--- src/rtl/rx_pause_decoder_if.sv ---
// rtl/rx_pause_decoder_if.sv - receive byte stream into the PAUSE decoder
// One byte per byte_en tick, framed by rx_sof/rx_eof with end-of-frame FCS status.
interface rx_pause_decoder_if;
  logic       byte_en;
  logic [7:0] rx_data;
  logic       rx_dv;
  logic       rx_sof;
  logic       rx_eof;
  logic       rx_crc_ok;

  modport master (
    output byte_en,
    output rx_data,
    output rx_dv,
    output rx_sof,
    output rx_eof,
    output rx_crc_ok
  );

  modport slave (
    input byte_en,
    input rx_data,
    input rx_dv,
    input rx_sof,
    input rx_eof,
    input rx_crc_ok
  );
endinterface

--- src/rtl/rx_pause_decoder.sv ---
// rtl/rx_pause_decoder.sv - 802.3x PAUSE frame parser and pause-quanta countdown
// Flags MAC control frames for the host FIFO and holds the local transmitter while paused.
module rx_pause_decoder #(
  parameter int ACCEPT_UNICAST = 1,
  parameter int QUANTA_TICKS   = 64
) (
  input  logic                clk,
  input  logic                reset,
  rx_pause_decoder_if.slave   rx,
  input  logic [47:0]         station_addr,
  input  logic                pause_en,
  output logic                ctrl_frame,
  output logic                pause_rx,
  output logic [15:0]         pause_quanta,
  output logic                pause_active,
  output logic [15:0]         pause_timer
);

  localparam int              PW       = (QUANTA_TICKS > 1) ? $clog2(QUANTA_TICKS) : 1;
  localparam logic [PW-1:0]   PRE_LAST = PW'(QUANTA_TICKS - 1);
  localparam logic [47:0]     PAUSE_MC = 48'h0180_C200_0001;
  localparam logic [4:0]      IDX_MAX  = 5'd18;

  typedef enum logic [1:0] {IDLE, PARSE, WAIT_EOF, DISCARD} state_t;

  state_t        state;
  logic [4:0]    idx;
  logic [4:0]    pos;
  logic          m_ok;
  logic          u_ok;
  logic [15:0]   shadow;
  logic [PW-1:0] prescaler;

  logic          fire;
  logic          restart;
  logic [7:0]    mc_exp;
  logic [7:0]    uc_exp;
  logic          mc_hit;
  logic          uc_hit;
  logic          da_hit;
  logic          accept;

  // A byte carrying rx_sof is always header byte 0, whatever state we are in.
  always_comb begin
    fire    = rx.byte_en & rx.rx_dv;
    restart = fire & rx.rx_sof;
    pos     = rx.rx_sof ? 5'd0 : idx;
    mc_exp  = 8'h00;
    uc_exp  = 8'h00;
    case (pos)
      5'd0: begin mc_exp = PAUSE_MC[47:40]; uc_exp = station_addr[47:40]; end
      5'd1: begin mc_exp = PAUSE_MC[39:32]; uc_exp = station_addr[39:32]; end
      5'd2: begin mc_exp = PAUSE_MC[31:24]; uc_exp = station_addr[31:24]; end
      5'd3: begin mc_exp = PAUSE_MC[23:16]; uc_exp = station_addr[23:16]; end
      5'd4: begin mc_exp = PAUSE_MC[15:8];  uc_exp = station_addr[15:8];  end
      5'd5: begin mc_exp = PAUSE_MC[7:0];   uc_exp = station_addr[7:0];   end
      default: ;
    endcase
    mc_hit = (rx.rx_sof | m_ok) && (rx.rx_data == mc_exp);
    uc_hit = (ACCEPT_UNICAST != 0) && (rx.rx_sof | u_ok) && (rx.rx_data == uc_exp);
    da_hit = mc_hit | uc_hit;
    accept = fire & ~rx.rx_sof & rx.rx_eof & (state == WAIT_EOF) & rx.rx_crc_ok & pause_en;
  end

  always_ff @(posedge clk or posedge reset) begin
    if (reset) begin
      state        <= IDLE;
      idx          <= 5'd0;
      m_ok         <= 1'b0;
      u_ok         <= 1'b0;
      shadow       <= 16'h0000;
      ctrl_frame   <= 1'b0;
      pause_rx     <= 1'b0;
      pause_quanta <= 16'h0000;
    end else begin
      pause_rx <= accept;
      if (accept) begin
        pause_quanta <= shadow;
      end
      if (restart) begin
        idx        <= 5'd1;
        m_ok       <= mc_hit;
        u_ok       <= uc_hit;
        ctrl_frame <= 1'b0;
        state      <= da_hit ? PARSE : DISCARD;
      end else if (fire) begin
        case (state)
          PARSE: begin
            if (rx.rx_eof) begin
              // Runt frame: ended before the quanta field was complete.
              state      <= IDLE;
              idx        <= 5'd0;
              m_ok       <= 1'b0;
              u_ok       <= 1'b0;
              ctrl_frame <= 1'b0;
            end else begin
              idx <= idx + 5'd1;
              case (idx)
                5'd1, 5'd2, 5'd3, 5'd4, 5'd5: begin
                  m_ok <= mc_hit;
                  u_ok <= uc_hit;
                  if (!da_hit) state <= DISCARD;
                end
                5'd12: if (rx.rx_data != 8'h88) state <= DISCARD;
                5'd13: begin
                  if (rx.rx_data != 8'h08) state <= DISCARD;
                  else ctrl_frame <= 1'b1;
                end
                5'd14: if (rx.rx_data != 8'h00) state <= DISCARD;
                5'd15: if (rx.rx_data != 8'h01) state <= DISCARD;
                5'd16: shadow[15:8] <= rx.rx_data;
                5'd17: begin
                  shadow[7:0] <= rx.rx_data;
                  state       <= WAIT_EOF;
                end
                default: ;
              endcase
            end
          end
          WAIT_EOF, DISCARD: begin
            if (rx.rx_eof) begin
              state      <= IDLE;
              idx        <= 5'd0;
              m_ok       <= 1'b0;
              u_ok       <= 1'b0;
              ctrl_frame <= 1'b0;
            end else if (idx != IDX_MAX) begin
              idx <= idx + 5'd1;
            end
          end
          default: ;
        endcase
      end
    end
  end

  // A fresh accept always overwrites the count and restarts the quantum.
  always_ff @(posedge clk or posedge reset) begin
    if (reset) begin
      pause_timer  <= 16'h0000;
      prescaler    <= '0;
      pause_active <= 1'b0;
    end else begin
      pause_active <= (pause_timer != 16'h0000);
      if (accept) begin
        pause_timer <= shadow;
        prescaler   <= '0;
      end else if ((pause_timer != 16'h0000) && rx.byte_en) begin
        if (prescaler == PRE_LAST) begin
          prescaler   <= '0;
          pause_timer <= pause_timer - 16'h0001;
        end else begin
          prescaler <= prescaler + 1'b1;
        end
      end
    end
  end

endmodule

--- src/flat_wrapper.sv ---
// flat-port wrapper written by rule: the top's interface ports become plain ports
module rx_pause_decoder_flat 
#(
  parameter int ACCEPT_UNICAST = 1,
  parameter int QUANTA_TICKS   = 64
)
  (clk, reset, station_addr, pause_en, ctrl_frame, pause_rx, pause_quanta, pause_active, pause_timer, rx_byte_en, rx_rx_data, rx_rx_dv, rx_rx_sof, rx_rx_eof, rx_rx_crc_ok);
  rx_pause_decoder_if rx_i ();
  input  logic clk;
  input  logic reset;
  input  logic [47:0] station_addr;
  input  logic pause_en;
  output logic ctrl_frame;
  output logic pause_rx;
  output logic [15:0] pause_quanta;
  output logic pause_active;
  output logic [15:0] pause_timer;
  input wire logic [$bits(rx_i.byte_en)-1:0] rx_byte_en;
  input wire logic [$bits(rx_i.rx_data)-1:0] rx_rx_data;
  input wire logic [$bits(rx_i.rx_dv)-1:0] rx_rx_dv;
  input wire logic [$bits(rx_i.rx_sof)-1:0] rx_rx_sof;
  input wire logic [$bits(rx_i.rx_eof)-1:0] rx_rx_eof;
  input wire logic [$bits(rx_i.rx_crc_ok)-1:0] rx_rx_crc_ok;
  assign rx_i.byte_en = rx_byte_en;
  assign rx_i.rx_data = rx_rx_data;
  assign rx_i.rx_dv = rx_rx_dv;
  assign rx_i.rx_sof = rx_rx_sof;
  assign rx_i.rx_eof = rx_rx_eof;
  assign rx_i.rx_crc_ok = rx_rx_crc_ok;
  rx_pause_decoder #(.ACCEPT_UNICAST(ACCEPT_UNICAST), .QUANTA_TICKS(QUANTA_TICKS)) u_core (.clk(clk), .reset(reset), .rx(rx_i), .station_addr(station_addr), .pause_en(pause_en), .ctrl_frame(ctrl_frame), .pause_rx(pause_rx), .pause_quanta(pause_quanta), .pause_active(pause_active), .pause_timer(pause_timer));
endmodule
--- config.mk ---
export PLATFORM = sky130hd
export DESIGN_NAME = rx_pause_decoder_flat
export DESIGN_NICKNAME = d
export VERILOG_FILES = /design/src/rtl/rx_pause_decoder_if.sv /design/src/rtl/rx_pause_decoder.sv /design/src/flat_wrapper.sv
export SDC_FILE = /design/constraint.sdc
export NUM_CORES = 1
export LEC_CHECK = 0
export CAP_MARGIN = 20
export CORE_ASPECT_RATIO = 1.5
export CORE_MARGIN = 2
export CORE_UTILIZATION = 25
export CTS_CLUSTER_SIZE = 8
export DETAILED_ROUTE_END_ITERATION = 12
export PLACE_DENSITY_LB_ADDON = 0.1
export REMOVE_ABC_BUFFERS = 1
export SYNTH_ARGS = -nofsm -noshare
export SYNTH_HDL_FRONTEND = slang
export SYNTH_SLANG_ARGS = --single-unit
--- constraint.sdc ---
create_clock -name clk -period 2.6 [get_ports clk]
set_clock_uncertainty 0.1 [all_clocks]
set_input_delay 0.78 -clock clk [delete_from_list [all_inputs] [get_ports clk]]
set_output_delay 0.78 -clock clk [all_outputs]
set_load 0.1 [all_outputs]
* Word level (Yosys, flattened, before mapping) *
Cells that the tools add are included.
Widths: inputs -> output; s select.

word-level totals
  bits in writable memories = 0
  input bits = 64
  bits in read-only memories = 0
  register bits = 66
  bits in latches = 0
  logic and storage cells = 129
  memories = 0
  output and inout port bits = 35

cells by class
  bitwise operators = 13
  multiplexer cells = 44
  div/mod/pow operators = 0
  $mul = 0
  order comparisons = 0
  shift-type cells = 0
  equality and inequality tests = 37
  add/sub/neg operators = 3
  reduce and logical (&&, ||, !) cells = 20

operators by type and width
  operator               count
  $mux 16                3
  $pmux 8 s6             1
  $mux 5                 6
  $pmux 8 s3             1
  $eq 5x2->1 const B     4
  $eq 5x3->1 const B     4
  $eq 5x4->1 const B     4
  $mux 2                 10
  $ne 5x3->1 const B     4
  $mux 6                 3
  $eq 8x8->1             2
  $reduce_bool 16->1     1
  $sub 16x1->16 const B  1
  $reduce_and 5->1       3
  $mux 1                 14
  $ne 4x3->1 const B     3
  $pmux 2 s6             1
  $eq 5x1->1 const B     2
  $eq 5x5->1 const B     2
  $pmux 5 s2             1
  $ne 9x8->1 const B     1
  $reduce_and 9->1       1
  $ne 8x1->1 const B     1
  $ne 8x4->1 const B     1
  25 further kinds       43

* Logic depth before layout (Yosys ltp) *
  depth after elaboration = 13
  depth in mapped cells = 10
  mapped depth without buffers = 10

* Worst setup path after synthesis *
OpenSTA, ideal clock, no wires.

  path kind = register to register
  from = register u_core.pause_timer[0]
  to = register u_core.pause_timer[9]
  arrival time = 2890 ps
  stages on the path, launching flop included = 11
  path buffers = 0
  setup slack = -472 ps
  cell sequence = dfrtp_1 inv_1 ha_1 nor3b_1 nand3b_1 o311ai_2 or3_1 nor3_1 nand2_1 xor2_1 o21ai_0

between the ends
  word-level cells in the longest chain between the ends = 4
  elaborated cells on any way between the ends = 8
  classes of those cells = add/sub: 1; mux: 3; reduce/logical: 4

RTL lines
  what                                                        line                                              source
  from (decl)                                                 rx_pause_decoder.sv:16                            output logic [15:0] pause_timer
  from (signal assigned)                                      rx_pause_decoder.sv:146                           pause_timer <= shadow;
  from (signal assigned)                                      rx_pause_decoder.sv:151                           pause_timer <= pause_timer - 16'h0001;
  $sub 16x1->16 / $reduce_bool 16->1 (equally long branches)  rx_pause_decoder.sv:151, rx_pause_decoder.sv:148
  $mux 16 / $logic_and 1x1->1 (equally long branches)         rx_pause_decoder.sv:149, rx_pause_decoder.sv:148
  $mux 16 / $reduce_bool 2->1 (equally long branches)         --
  $mux 16 / $reduce_and 2->1 (equally long branches)          --

Parallel ways exist; a longest one is shown, timed or not. The select of a mux whose other input is x is not followed.
A chain may end at the register's enable or synchronous reset.

* Worst setup path in the final report *
  from = register u_core.idx[4]
  to = register u_core.state[1]

between the ends
  word-level cells in the longest chain between the ends = 9
  elaborated cells on any way between the ends = 39
  classes of those cells = eq/ne: 23; mux: 9; bitwise: 1; reduce/logical: 6

RTL lines
  what                                                                line                     source
  from (decl)                                                         rx_pause_decoder.sv:27   logic [4:0] idx;
  from (signal assigned)                                              rx_pause_decoder.sv:97   idx <= idx + 5'd1;
  from (signal assigned)                                              rx_pause_decoder.sv:128  idx <= idx + 5'd1;
  $mux 5                                                              rx_pause_decoder.sv:47   pos = rx.rx_sof ? 5'd0 : idx;
  $eq 5x3->1 / $logic_not 5->1 (equally long branches)                rx_pause_decoder.sv:50   case (pos)
  $reduce_or 2->1 (no source line)                                    --
  $pmux 8 s3                                                          rx_pause_decoder.sv:50
  $eq 8x8->1                                                          rx_pause_decoder.sv:59   mc_hit = (rx.rx_sof | m_ok) && (rx.rx_data == mc_exp);
  $logic_and 1x1->1                                                   rx_pause_decoder.sv:59
  $or 1x1->1                                                          rx_pause_decoder.sv:61   da_hit = mc_hit | uc_hit;
  $ne 5x4->1 (no source line) / $mux 2 (equally long branches)        --
  $reduce_and 9->1 (no source line) / $mux 2 (equally long branches)  --
  to (signal assigned)                                                rx_pause_decoder.sv:85   state <= da_hit ? PARSE : DISCARD;
  to (decl)                                                           rx_pause_decoder.sv:26   state_t state;

Parallel ways exist; a longest one is shown, timed or not. The select of a mux whose other input is x is not followed.

==> flow_summary_export.csv <==
group,metric,value,unit
power,ir_drop,0.404,mV
route,post-route-drc-count,0,
route,drt_wl_total,12900,µm
yosys,syn_avg_cell_area,9.02,µm²
sta,hold_viol_final,0,
power,sw_frac_of_total,36.3,%
sta,finalSetupViolCount,0,
place,place_inst,777,
power,clkPwrFrac,32.4,%
global_route,grt_pass1_wl,20200,µm
global_route,gr-total-overflow,0,
power,p_leak,2.76,nW
yosys,synth_cell_types,60,
cts,hold_buffers,0,
cells_and_area,syn_to_final_growth,56.6,%
route,vias,3717,
yosys,synth_edf_count,0,
place,io_buffers,98,
route,via_per_inst,4.64,
global_route,track_usage,15.8,%
power,seqPwrFrac,30.3,%
yosys,synth-async-reset-ratio,100,%
yosys,ys_seq_area_share,43.0,%
critical_path,worstPathArrival,2.60,ns
cts,clk_latency,0.33,ns
job,cap_violations,0,
cells_and_area,insertedDiodeCount,0,
critical_path,crit_type,"flip-flop to flip-flop",
sta,fmax,0.401,GHz
critical_path,cp-start-kind,"flip-flop",
cts,numCtsBuffers,9,
cts,cts.sinks,66,
power,total_power,4.33,mW
yosys,synth.ff_latch_count,66,
die,row_count,55,
die,io_pins,99,
yosys,synthCells,426,
cts,clock_path_buffers,2,
route,first_iter_violations,139,
power,p_int,2.76,mW
min_path,hp-class,"flip-flop to flip-flop",
cts,cts_max_level,3,
route,ant_nets,0,
sta,maxSlewViolCount,0,
die,dieArea,0.0164,mm²
sta,period_needed,2.49,ns
power,power_frac_comb,37.3,%
critical_path,worstSetupEndpointType,"flip-flop",
cts,clk_pin_slew,0.06,ns
place,place.gp.congestion,0.817,
route,firstDrtPassIters,4,
die,start_util,25.5,%
cells_and_area,fin_cells,801,
sta,maxSlewHeadroom,61.1,%
outcome,status,"finished clean",
sta,holdWs,0.372,ns
critical_path,worstPathRequired,2.71,ns
die,core-area,0.0151,mm²
cells_and_area,drive_above_1_share,30.7,%
yosys,syn_area,0.00384,mm²
sta,tightest_slew,0.579,ns
yosys,ys_warn_count,0,
global_route,grt_max_degree,37,
cells_and_area,final_nets,668,
sta,period_share,95.8,%
route,wl_per_cell,16.1,µm
critical_path,cp_max_fo,7,
yosys,synth_ff_type,"dfrtp_1",
cells_and_area,final_area,0.00602,mm²
die,dieWidth,105,µm
die,die_y,156,µm
power,p_sw,1.57,mW
place,hpwlAfterDp,10200,µm
global_route,grt_pass1_vias,3876,
place,preCtsSetupSlack,-0.686,ns
power,power.density,720,mW/mm²
cts,cts_tree,"built",
sta,setup_ws,0.109,ns
place,placed_area,0.00549,mm²
sta,rsz0062_at_grt,"true",
global_route,antenna_found_initial,0,
cts,clockRootBuffer,"clkbuf_16",
[final cells by class]
cell class	count	area, µm²
Fill cell	1534	9050
Clock buffer	10	229
Multi-Input combinational cell	332	2180
Inverter	13	48.8
Timing Repair Buffer	175	1540
Clock inverter	6	115
Sequential cell	66	1650
Tap cell	199	249
[cells in the mapped netlist (all sizes together) (5+ instances only)]
master	n	share of area, %
buf	8	1.3
nand2	78	7.6
o21ai	29	3.8
a21oi	18	2.3
dfrtp	66	43
nand3	11	1.4
mux2	17	5.0
ha	7	2.3
nand2b	6	0.98
mux2i	10	2.6
a22oi	5	1.1
nor4	6	1.1
nor3	27	3.9
and3	5	0.94
xor2	5	1.1
xnor2	15	3.4
clkbuf	7	0.68
nor2	33	3.5
or3	7	1.1
inv	13	1.3
[power by group through the flow]
stage	clock network, mW	registers, mW	logic, mW
6_report	1.40	1.31	1.62
5_1_grt	1.49	1.34	1.75
4_1_cts	1.44	1.32	1.55
3_5_place_dp	0	1.33	1.52
3_3_place_gp	0	1.33	1.51
2_1_floorplan	0	1.65	0.615
[kinds of logic (layout without fill, tap and decap cells)]
| kind of cell | count (synthesis) | in the layout | synth area share, % |
|---|---|---|---|
| adder cells (fa/ha/maj) | 7 | 7 | 2.28 |
| flip-flops | 66 | 66 | 43.0 |
| AND/OR/NAND/NOR | 199 | 199 | 25.9 |
| AO/OA/AOI/OAI | 79 | 79 | 13.4 |
| multiplexers | 27 | 27 | 7.58 |
| XOR/XNOR | 20 | 20 | 4.56 |
| buffers and inverters | 28 | 204 | 3.29 |
[metal layers]
metal / track usage (%) / wire length [µm] / vias to the layer above
li1: - / - / 1861
met1: 17.3 / 5190 / 1769
met2: 30.6 / 7190 / 73
met3: 2.26 / 282 / 14
met4: 5.21 / 206 / 0
met5: 0 / 0 / -
[cells in the final DEF, fill, tap and decap left out, types with 11 or more instances in the layout]
cell type	netlist	routed
buf_4	1	105
inv_1	13	12
o21ai_0	28	25
a21oi_1	18	17
dfrtp_1	66	65
nand2_1	78	77
clkdlybuf4s50_1	0	59
nand3_1	11	11
nor2_1	29	27
nor3_1	25	21
mux2_2	17	16
xnor2_1	15	15
[sequential cells by signal, summed over array words and instances (netlist names)]
register and cells:
u_core.u_ok 1, u_core.pause_active 1, u_core.m_ok 1, u_core.pause_quanta 16, u_core.prescaler 6, u_core.ctrl_frame 1
u_core.shadow 16, u_core.idx 5, u_core.pause_rx 1, u_core.state 2, u_core.pause_timer 16
[through the flow]
stage,utilization [%],TNS [ns]
final,39.9,0
after global routing,39.9,-0.0417
after CTS,39.1,0
after detailed placement,36.4,-18.09
after global placement,36.4,-18.24
after floorplan,-,-3.22
[final timing paths]
kind	start	endpoint	slack, ns	depth (start not counted)
hold reg to reg	u_core.pause_quanta[5]	u_core.pause_quanta[5]	0.37	2
hold / removal	u_core.pause_quanta[5]	u_core.pause_quanta[5]	0.37	2
min in group asynchronous	reset	u_core.pause_quanta[3]	0.61	2
setup / recovery	u_core.idx[4]	u_core.state[1]	0.11	8
setup reg to reg	u_core.idx[4]	u_core.state[1]	0.11	8
max in group asynchronous	reset	u_core.shadow[10]	1.10	4
[repair_timing]
item,4_1_cts,5_1_grt
endpoints found under the setup margin,17,24
pin swaps,13,15
resized for setup,16,21
buffers inserted,2,7
[critical path, stage by stage, from the launching register on]
cell and delay [ns]:
dfrtp_1 0.49, nor2_1 0.16, and3_4 0.24, o21a_1 0.21, or4_4 0.51, a221oi_2 0.24
nand4_1 0.18, nand4b_1 0.15, nand3_1 0.08
Note: power is estimated with default switching activity, not from simulation.
